File: config.mk
export PLATFORM = sky130hd
export DESIGN_NAME = ro_puf_eval
export DESIGN_NICKNAME = d
export VERILOG_FILES = /design/src/rtl/ro_puf_eval.sv
export SDC_FILE = /design/constraint.sdc
export NUM_CORES = 1
export LEC_CHECK = 0
export ABC_AREA = 1
export ABC_CLOCK_PERIOD_IN_PS = 2900
export CAP_MARGIN = 20
export CORE_AREA = 2 2 222 224
export CTS_BUF_LIST = sky130_fd_sc_hd__clkbuf_4 sky130_fd_sc_hd__clkbuf_8 sky130_fd_sc_hd__clkbuf_16
export DETAILED_ROUTE_END_ITERATION = 16
export DIE_AREA = 0 0 224 226
export PLACE_DENSITY = 0.55
export SYNTH_ARGS = -nofsm -noshare
export SYNTH_HDL_FRONTEND = slang
export SYNTH_SLANG_ARGS = --single-unit
export TNS_END_PERCENT = 5
File: constraint.sdc
create_clock -name CLK100MHZ -period 2.9 [get_ports CLK100MHZ]
set_input_delay 0.58 -clock CLK100MHZ [delete_from_list [all_inputs] [get_ports CLK100MHZ]]
set_output_delay 0.58 -clock CLK100MHZ [all_outputs]
set_load 0.01 [all_outputs]
File: src/rtl/ro_puf_eval.sv
// Ring-oscillator PUF evaluator: RESP_W RO pairs, one bit per pair (cnt0 > cnt1) plus a tie mask.
// Latency: resp_valid arrives 1 + RESP_W*(SETTLE+WINDOW+1) cycles after start is accepted.
// Backpressure: none; start is taken only in IDLE and ignored while busy.
module ro_puf_eval #(
    parameter int NUM_RO = 256,
    parameter int SEL_W  = $clog2(NUM_RO),
    parameter int RESP_W = 8,
    parameter int CNT_W  = 16,
    parameter int WINDOW = 1024,
    parameter int SETTLE = 16
) (
    input  logic              CLK100MHZ,
    input  logic              CPU_RESETN,
    input  logic [NUM_RO-1:0] ro_bank0,
    input  logic [NUM_RO-1:0] ro_bank1,
    output logic              ro_en,
    input  logic              start,
    input  logic [SEL_W-1:0]  challenge,
    output logic              busy,
    output logic              resp_valid,
    output logic [RESP_W-1:0] response,
    output logic [RESP_W-1:0] tie_mask,
    output logic [CNT_W-1:0]  last_cnt0,
    output logic [CNT_W-1:0]  last_cnt1
);

    localparam int IDX_W = (RESP_W > 1) ? $clog2(RESP_W) : 1;
    localparam int TMR_W = 20;
    localparam logic [TMR_W-1:0] SETTLE_LAST = TMR_W'(SETTLE - 1);
    localparam logic [TMR_W-1:0] WINDOW_LAST = TMR_W'(WINDOW - 1);
    localparam logic [IDX_W-1:0] IDX_LAST    = IDX_W'(RESP_W - 1);

    typedef enum logic [2:0] {
        S_IDLE,
        S_SETTLE,
        S_COUNT,
        S_COMPARE,
        S_DONE
    } state_t;

    state_t             state, state_nxt;
    logic [SEL_W-1:0]   base;
    logic [SEL_W-1:0]   sel;
    logic [IDX_W-1:0]   idx;
    logic [TMR_W-1:0]   tmr;
    logic [CNT_W-1:0]   cnt0, cnt1;
    logic [2:0]         sync0, sync1;
    logic               edge0, edge1;

    // The select only moves when idx advances in COMPARE, so the mux is stable across SETTLE/COUNT.
    assign sel = base + SEL_W'(idx);

    always_ff @(posedge CLK100MHZ or negedge CPU_RESETN) begin
        if (!CPU_RESETN) state <= S_IDLE;
        else             state <= state_nxt;
    end

    always_comb begin
        state_nxt  = state;
        ro_en      = 1'b0;
        busy       = 1'b1;
        resp_valid = 1'b0;
        case (state)
            S_IDLE: begin
                busy = 1'b0;
                if (start) state_nxt = S_SETTLE;
            end
            S_SETTLE: begin
                ro_en = 1'b1;
                if (tmr == SETTLE_LAST) state_nxt = S_COUNT;
            end
            S_COUNT: begin
                ro_en = 1'b1;
                if (tmr == WINDOW_LAST) state_nxt = S_COMPARE;
            end
            S_COMPARE: state_nxt = (idx == IDX_LAST) ? S_DONE : S_SETTLE;
            S_DONE: begin
                resp_valid = 1'b1;
                state_nxt  = S_IDLE;
            end
            default: state_nxt = S_IDLE;
        endcase
    end

    // Two synchronizer flops, one history flop, then a registered edge pulse: 3-cycle path for both banks.
    always_ff @(posedge CLK100MHZ or negedge CPU_RESETN) begin
        if (!CPU_RESETN) begin
            sync0 <= '0;
            sync1 <= '0;
            edge0 <= 1'b0;
            edge1 <= 1'b0;
        end else begin
            sync0 <= {sync0[1:0], ro_bank0[sel]};
            sync1 <= {sync1[1:0], ro_bank1[sel]};
            edge0 <= sync0[1] & ~sync0[2];
            edge1 <= sync1[1] & ~sync1[2];
        end
    end

    always_ff @(posedge CLK100MHZ or negedge CPU_RESETN) begin
        if (!CPU_RESETN) begin
            tmr       <= '0;
            cnt0      <= '0;
            cnt1      <= '0;
            base      <= '0;
            idx       <= '0;
            response  <= '0;
            tie_mask  <= '0;
            last_cnt0 <= '0;
            last_cnt1 <= '0;
        end else begin
            if (state != state_nxt) tmr <= '0;
            else if (state == S_SETTLE || state == S_COUNT) tmr <= tmr + TMR_W'(1);

            if (state == S_COUNT) begin
                if (edge0 && cnt0 != '1) cnt0 <= cnt0 + CNT_W'(1);
                if (edge1 && cnt1 != '1) cnt1 <= cnt1 + CNT_W'(1);
            end else if (state != S_COMPARE) begin
                cnt0 <= '0;
                cnt1 <= '0;
            end

            if (state == S_IDLE && start) begin
                base     <= challenge;
                idx      <= '0;
                response <= '0;
                tie_mask <= '0;
            end

            if (state == S_COMPARE) begin
                response[idx] <= (cnt0 > cnt1);
                tie_mask[idx] <= (cnt0 == cnt1);
                last_cnt0     <= cnt0;
                last_cnt1     <= cnt1;
                if (idx != IDX_LAST) idx <= idx + IDX_W'(1);
            end
        end
    end

endmodule

After elaboration in Yosys (flattened, before gate mapping)
Index checks and enable logic that the tools add are counted.
{ "totals": {"regBits": 122, "input_bits": 523, "output_inout_bits": 51, "wordCells": 83} }
{ "classes": {"add_sub_neg": 5, "order_cmp": 4, "n_eq_ne": 15, "n_mux": 30, "bitwise": 4, "n_reduce_logical": 11} }
{ "op_table": {"columns": ["operator", "n"], "rows": [
  ["16-bit 2-to-1 mux", 5],
  ["20-bit 2-to-1 mux", 2],
  ["16-bit by 1-bit adder with 16-bit output, second input constant", 2],
  ["8-bit 2-to-1 mux", 4],
  ["16-bit != test, second input constant", 2],
  ["3-bit 2-to-1 mux", 7],
  ["20-bit by 1-bit adder with 20-bit output, second input constant", 1],
  ["20-bit by 10-bit == test with 1-bit output, second input constant", 1],
  ["20-bit by 4-bit == test with 1-bit output, second input constant", 1],
  ["1-bit binary-select mux with 8-bit select", 2],
  ["8-bit bitwise mux", 2],
  ["16-bit == test", 1],
  ["16-bit > comparator", 1],
  ["3-bit case mux with 4 select lines", 1],
  ["8-bit by 9-bit < comparator with 1-bit output, second input constant", 1],
  ["8-bit by 3-bit adder with 8-bit output", 1],
  ["3-bit by 2-bit == test with 1-bit output, second input constant", 2],
  ["3-bit == test, second input constant", 2],
  ["1-bit 2-to-1 mux", 6],
  ["1-bit logical AND", 4],
  ["3-bit by 4-bit < comparator with 1-bit output, second input constant", 1],
  ["2-bit by 1-bit != test with 1-bit output, second input constant", 2],
  ["2-bit AND reduction", 2],
  ["2-bit nonzero test", 2],
  ["other kinds (12)", 14]
]} }

Logic depth before layout (Yosys ltp)
{ "depth": {"depth_word": 6, "mapped_depth": 18, "mapped_depth_nobuf": 16} }

Worst setup path before layout
Ideal clock, no wire load.
{ "synth_path": {"path_type": "register -> register", "startpoint": "register idx[0]", "endpoint": "register sync0[0]", "setup_time_ns": 0.065, "arrival_ns": 2.461, "required_time_ns": 2.835, "slack_ns": 0.373, "stages_incl_launch_ff": 17, "n_path_buf": 3, "period_less_slack_ns": 2.527, "cell_sequence": "dfrtp_1 > ha_1 > fa_1 > buf_2 > inv_2 > buf_2 > clkbuf_1 > o21ai_0 > o21ai_0 > nand2_1 > nand2_1 > nand2_1 > nand3_1 > nand3_1 > nand3_1 > nand3_1 > nand2_1"} }
{ "synth_between": {"elab_chain_len": 3} }
{ "synth_rtl": {"columns": ["item", "line", "source"], "rows": [
  ["from (decl)", "44", "logic [IDX_W-1:0] idx;"],
  ["from (signal assigned)", "135", "if (idx != IDX_LAST) idx <= idx + IDX_W'(1);"],
  ["8-bit by 3-bit adder with 8-bit output", "51", "assign sel = base + SEL_W'(idx);"],
  ["1-bit binary-select mux with 8-bit select", "93", "sync0 <= {sync0[1:0], ro_bank0[sel]};"],
  ["1-bit 2-to-1 mux (implied by the code)", "93", null],
  ["to (signal assigned)", "93", null],
  ["to (decl)", "47", "logic [2:0] sync0, sync1;"]
]} }
Every way passes these cells. The select of a mux whose other input is x is not followed.
A chain may end at the register's enable or synchronous reset.

Worst setup path after layout
{ "layout_path": {"startpoint": "register base[0]", "endpoint": "register sync0[0]"} }
{ "layout_between": {"elab_chain_len": 3} }
{ "layout_rtl": {"columns": ["item", "line", "source"], "rows": [
  ["from (decl)", "42", "logic [SEL_W-1:0] base;"],
  ["from (signal assigned)", "124", "base <= challenge;"],
  ["8-bit by 3-bit adder with 8-bit output", "51", null],
  ["1-bit binary-select mux with 8-bit select", "93", null],
  ["1-bit 2-to-1 mux (implied by the code)", "93", null]
]} }
Every way passes these cells. The select of a mux whose other input is x is not followed.

==> run metrics <==
Port Buf Inserts 573; cell taking the most area after synthesis dfrtp_1; Placer Congestion 0.9007; commonest non-fill, non-tap cell in the layout nand2_1; most frequent cells in the layout nand2_1 (776), clkdlybuf4s50_1 (572), nor2_1 (309); syn_nets 2,664; initial antenna violation count 12; status finished with violations; # DRC 0; worst hold path type in -> async; Ys Warns 0; Max-Cap Viols 0; Worst setup EP type register; Initial Utilization 24.37%; Placed Instances 3,252; Non-Filler Instances 3,306; # hold bufs at CTS 0; Peak VDD IR 0.3141 mV; DRT antenna net count 0; layout cells sized above 1 5.909%; # IOs 574; Die Width 224 um; EDFF count, synth 0; first-pass GRT wire length 90.55 mm; WS Path Type reg -> reg; final setup TNS -0.05292 ns; reg2reg end sync0[0]; DRT Pass-1 Iters 5; die span in y 226 um; crit path cell chain ha_4 > fa_4 > buf_6 > clkbuf_16 > nor2_1 > o21ai_0 > nand3_1 > nand2_1 > nand2_1 > nand3_1 > nand3_1 > nand3_1 > nand2_1 > nand2_1 > nand2_1; vias in the first global route 15,390; Worst setup startpoint base[0]; ys flop type dfrtp_1; fin crit period 2.945 ns; Avg Vias per Cell 4.706; Slew Limit Fails 0; most frequent CP cell nand2_1; vias 15,560; unique cell type count in the Yosys netlist 35; Pleak 9.128 nW; Mapped Avg Cell Area 5.568 um2; placed cell area 18,520 um2; crit path max fanout 12; final setup fails 2; Largest delay share family, worst path adder cells; later-pin clock latency in the skew report 0.42 ns; Iter 0 DRT Violations 1,002; ys async rst share 100.0%; Min Hold Slack 0.1407 ns; Register Area 3053 um2; RSZ-0062 raised after global routing yes; top post-synthesis cells by area dfrtp_1 (26%), nand2_1 (25%), nand3_1 (11%); Post-DP HPWL 49.12 mm; footprint of the multi-input gates 7682 um2; post-synthesis sequential area ratio 25.91%; CTS tree yes; Overall Global Routing Usage 23.36%; largest net degree at the start of global routing 79; Buf/Inv on CP 2; register-to-register setup slack -0.04 ns; Filler Cell Count 5,193; Post-layout nets 3,209; largest buffer count on any clock path 2; relative slew slack 61.11%; fin crit share 101.5%; max incr delay on CP 0.91 ns; post-route cell area 19,550 um2; worst r2r src base[0]; Seq cells post-synth 122; final WL 62.08 mm; H-tree Lvls 4; core area 48,340 um2; Peak Freq 0.3396 GHz; Syn-to-layout area delta 65.92%; Setup Skew 0.008817 ns; slowest stage cell, crit path fa_4; Critical Path RT 3.20 ns; CTS Root Cell clkbuf_16; post-route setup slack -0.04471 ns; Worst Tran Pin Value 0.5772 ns; grt total ovfl 0; Cells after Synth 2,116; post-layout util 40.44%; CTS buffer count 17; die area 50,620 um2; pwr dens 291.4 nW/um2; critical path arrival 3.25 ns; Post-Syn Area 11,780 um2; Wirelength per Cell 18.78 um; CTS Sinks 122; Hold Vio Cnt, Final 0; Critical Path Source Type register; clock transition at the registers of the reported paths 0.06 ns; Worst Reg-to-Reg Cells 15; top cell type's share of synthesized area 25.91%; failing checks setup timing; Cell Rows 81
per-stage QoR:
| stage | worst slack [ns] | total power, W |
|---|---|---|
| finish | -0.04471 | 0.005697 |
| global placement | -0.01968 | 0.003277 |
| global route | -0.1533 | 0.005983 |
| detailed placement | -0.01394 | 0.003284 |
| floorplan | 0.3734 | 0.002291 |
| CTS | 0.005275 | 0.005761 |
timing repair:
action / CTS / global route
setup buffers: 0 / 4
endpoints found under the setup margin: 1 / 2
cloned: 0 / 8
resized for setup: 5 / 31
pin swaps: 0 / 10
synthesized netlist by cell type, types with 7 or more instances:
cell / number
o31ai_1: 7
buf_1: 24
clkbuf_1: 59
o21ai_0: 173
inv_1: 176
nor2_1: 310
xor2_1: 23
nand3_1: 251
ha_1: 24
buf_2: 37
nor3_1: 24
a21oi_1: 34
nand4_1: 12
dfrtp_1: 122
nand2_1: 793
final cells by class:
cell class                 count  share of cell area [%]
multi-input combinational   1695                   39.30
sequential                   122                   15.62
antenna                       10                  0.1280
inverter                     179                   3.501
tap                          622                   3.981
clock buffer                  18                   2.247
timing repair buffer         646                   33.98
clock inverter                14                   1.248
sequential cells by signal, indices dropped and copies added, names as in the netlist, 8 cells and up:
name,flops
base,8
cnt0,16
cnt1,16
last_cnt0,16
last_cnt1,16
response,8
tie_mask,8
tmr,20
power by group:
group	switching, W	internal, W
logic	0.000589	0.000837
registers	0.0000655	0.00176
clock network	0.000806	0.00164
total	0.00146	0.00424
per-layer routing:
layer | GRT usage [%] | wire length [um] | vias to the layer above
met3 | 5.621 | 4250 | 69
met5 | 0 | 9 | -
met2 | 40.47 | 30140 | 543
met1 | 28.73 | 26300 | 7159
met4 | 6.688 | 1383 | 2
li1 | - | - | 7786
worst max-delay path by stage:
stage | to | slack (ns) | cells past startpoint
after floorplan | sync0[0] | 0.37 | 16
after global placement | sync1[0] | -0.02 | 15
after detailed placement | sync1[0] | -0.01 | 14
after CTS | sync1[0] | 0.005 | 14
after global routing | sync1[0] | -0.15 | 15
final | sync0[0] | -0.04 | 15
worst register-to-register path, stage by stage (launching register included):
cell and delay [ns]:
dfrtp_1 0.41, ha_4 0.18, fa_4 0.91, buf_6 0.18, clkbuf_16 0.19, nor2_1 0.05, o21ai_0 0.09, nand3_1 0.10
nand2_1 0.14, nand2_1 0.06, nand3_1 0.13, nand3_1 0.10, nand3_1 0.11, nand2_1 0.05, nand2_1 0.07, nand2_1 0.06
cell families (layout without fill, tap and decap cells):
family	after synthesis	in the layout	share of synthesized area, %
mux	5	5	0.4673
fa+ha+maj	25	25	2.719
simple gates	1412	1412	48.73
buf+inv	299	857	9.919
other cells	0	10	0
flops	122	122	25.91
compound gates	223	223	9.834
xor+xnor	30	30	2.421
(Power assumes the default switching activity.)
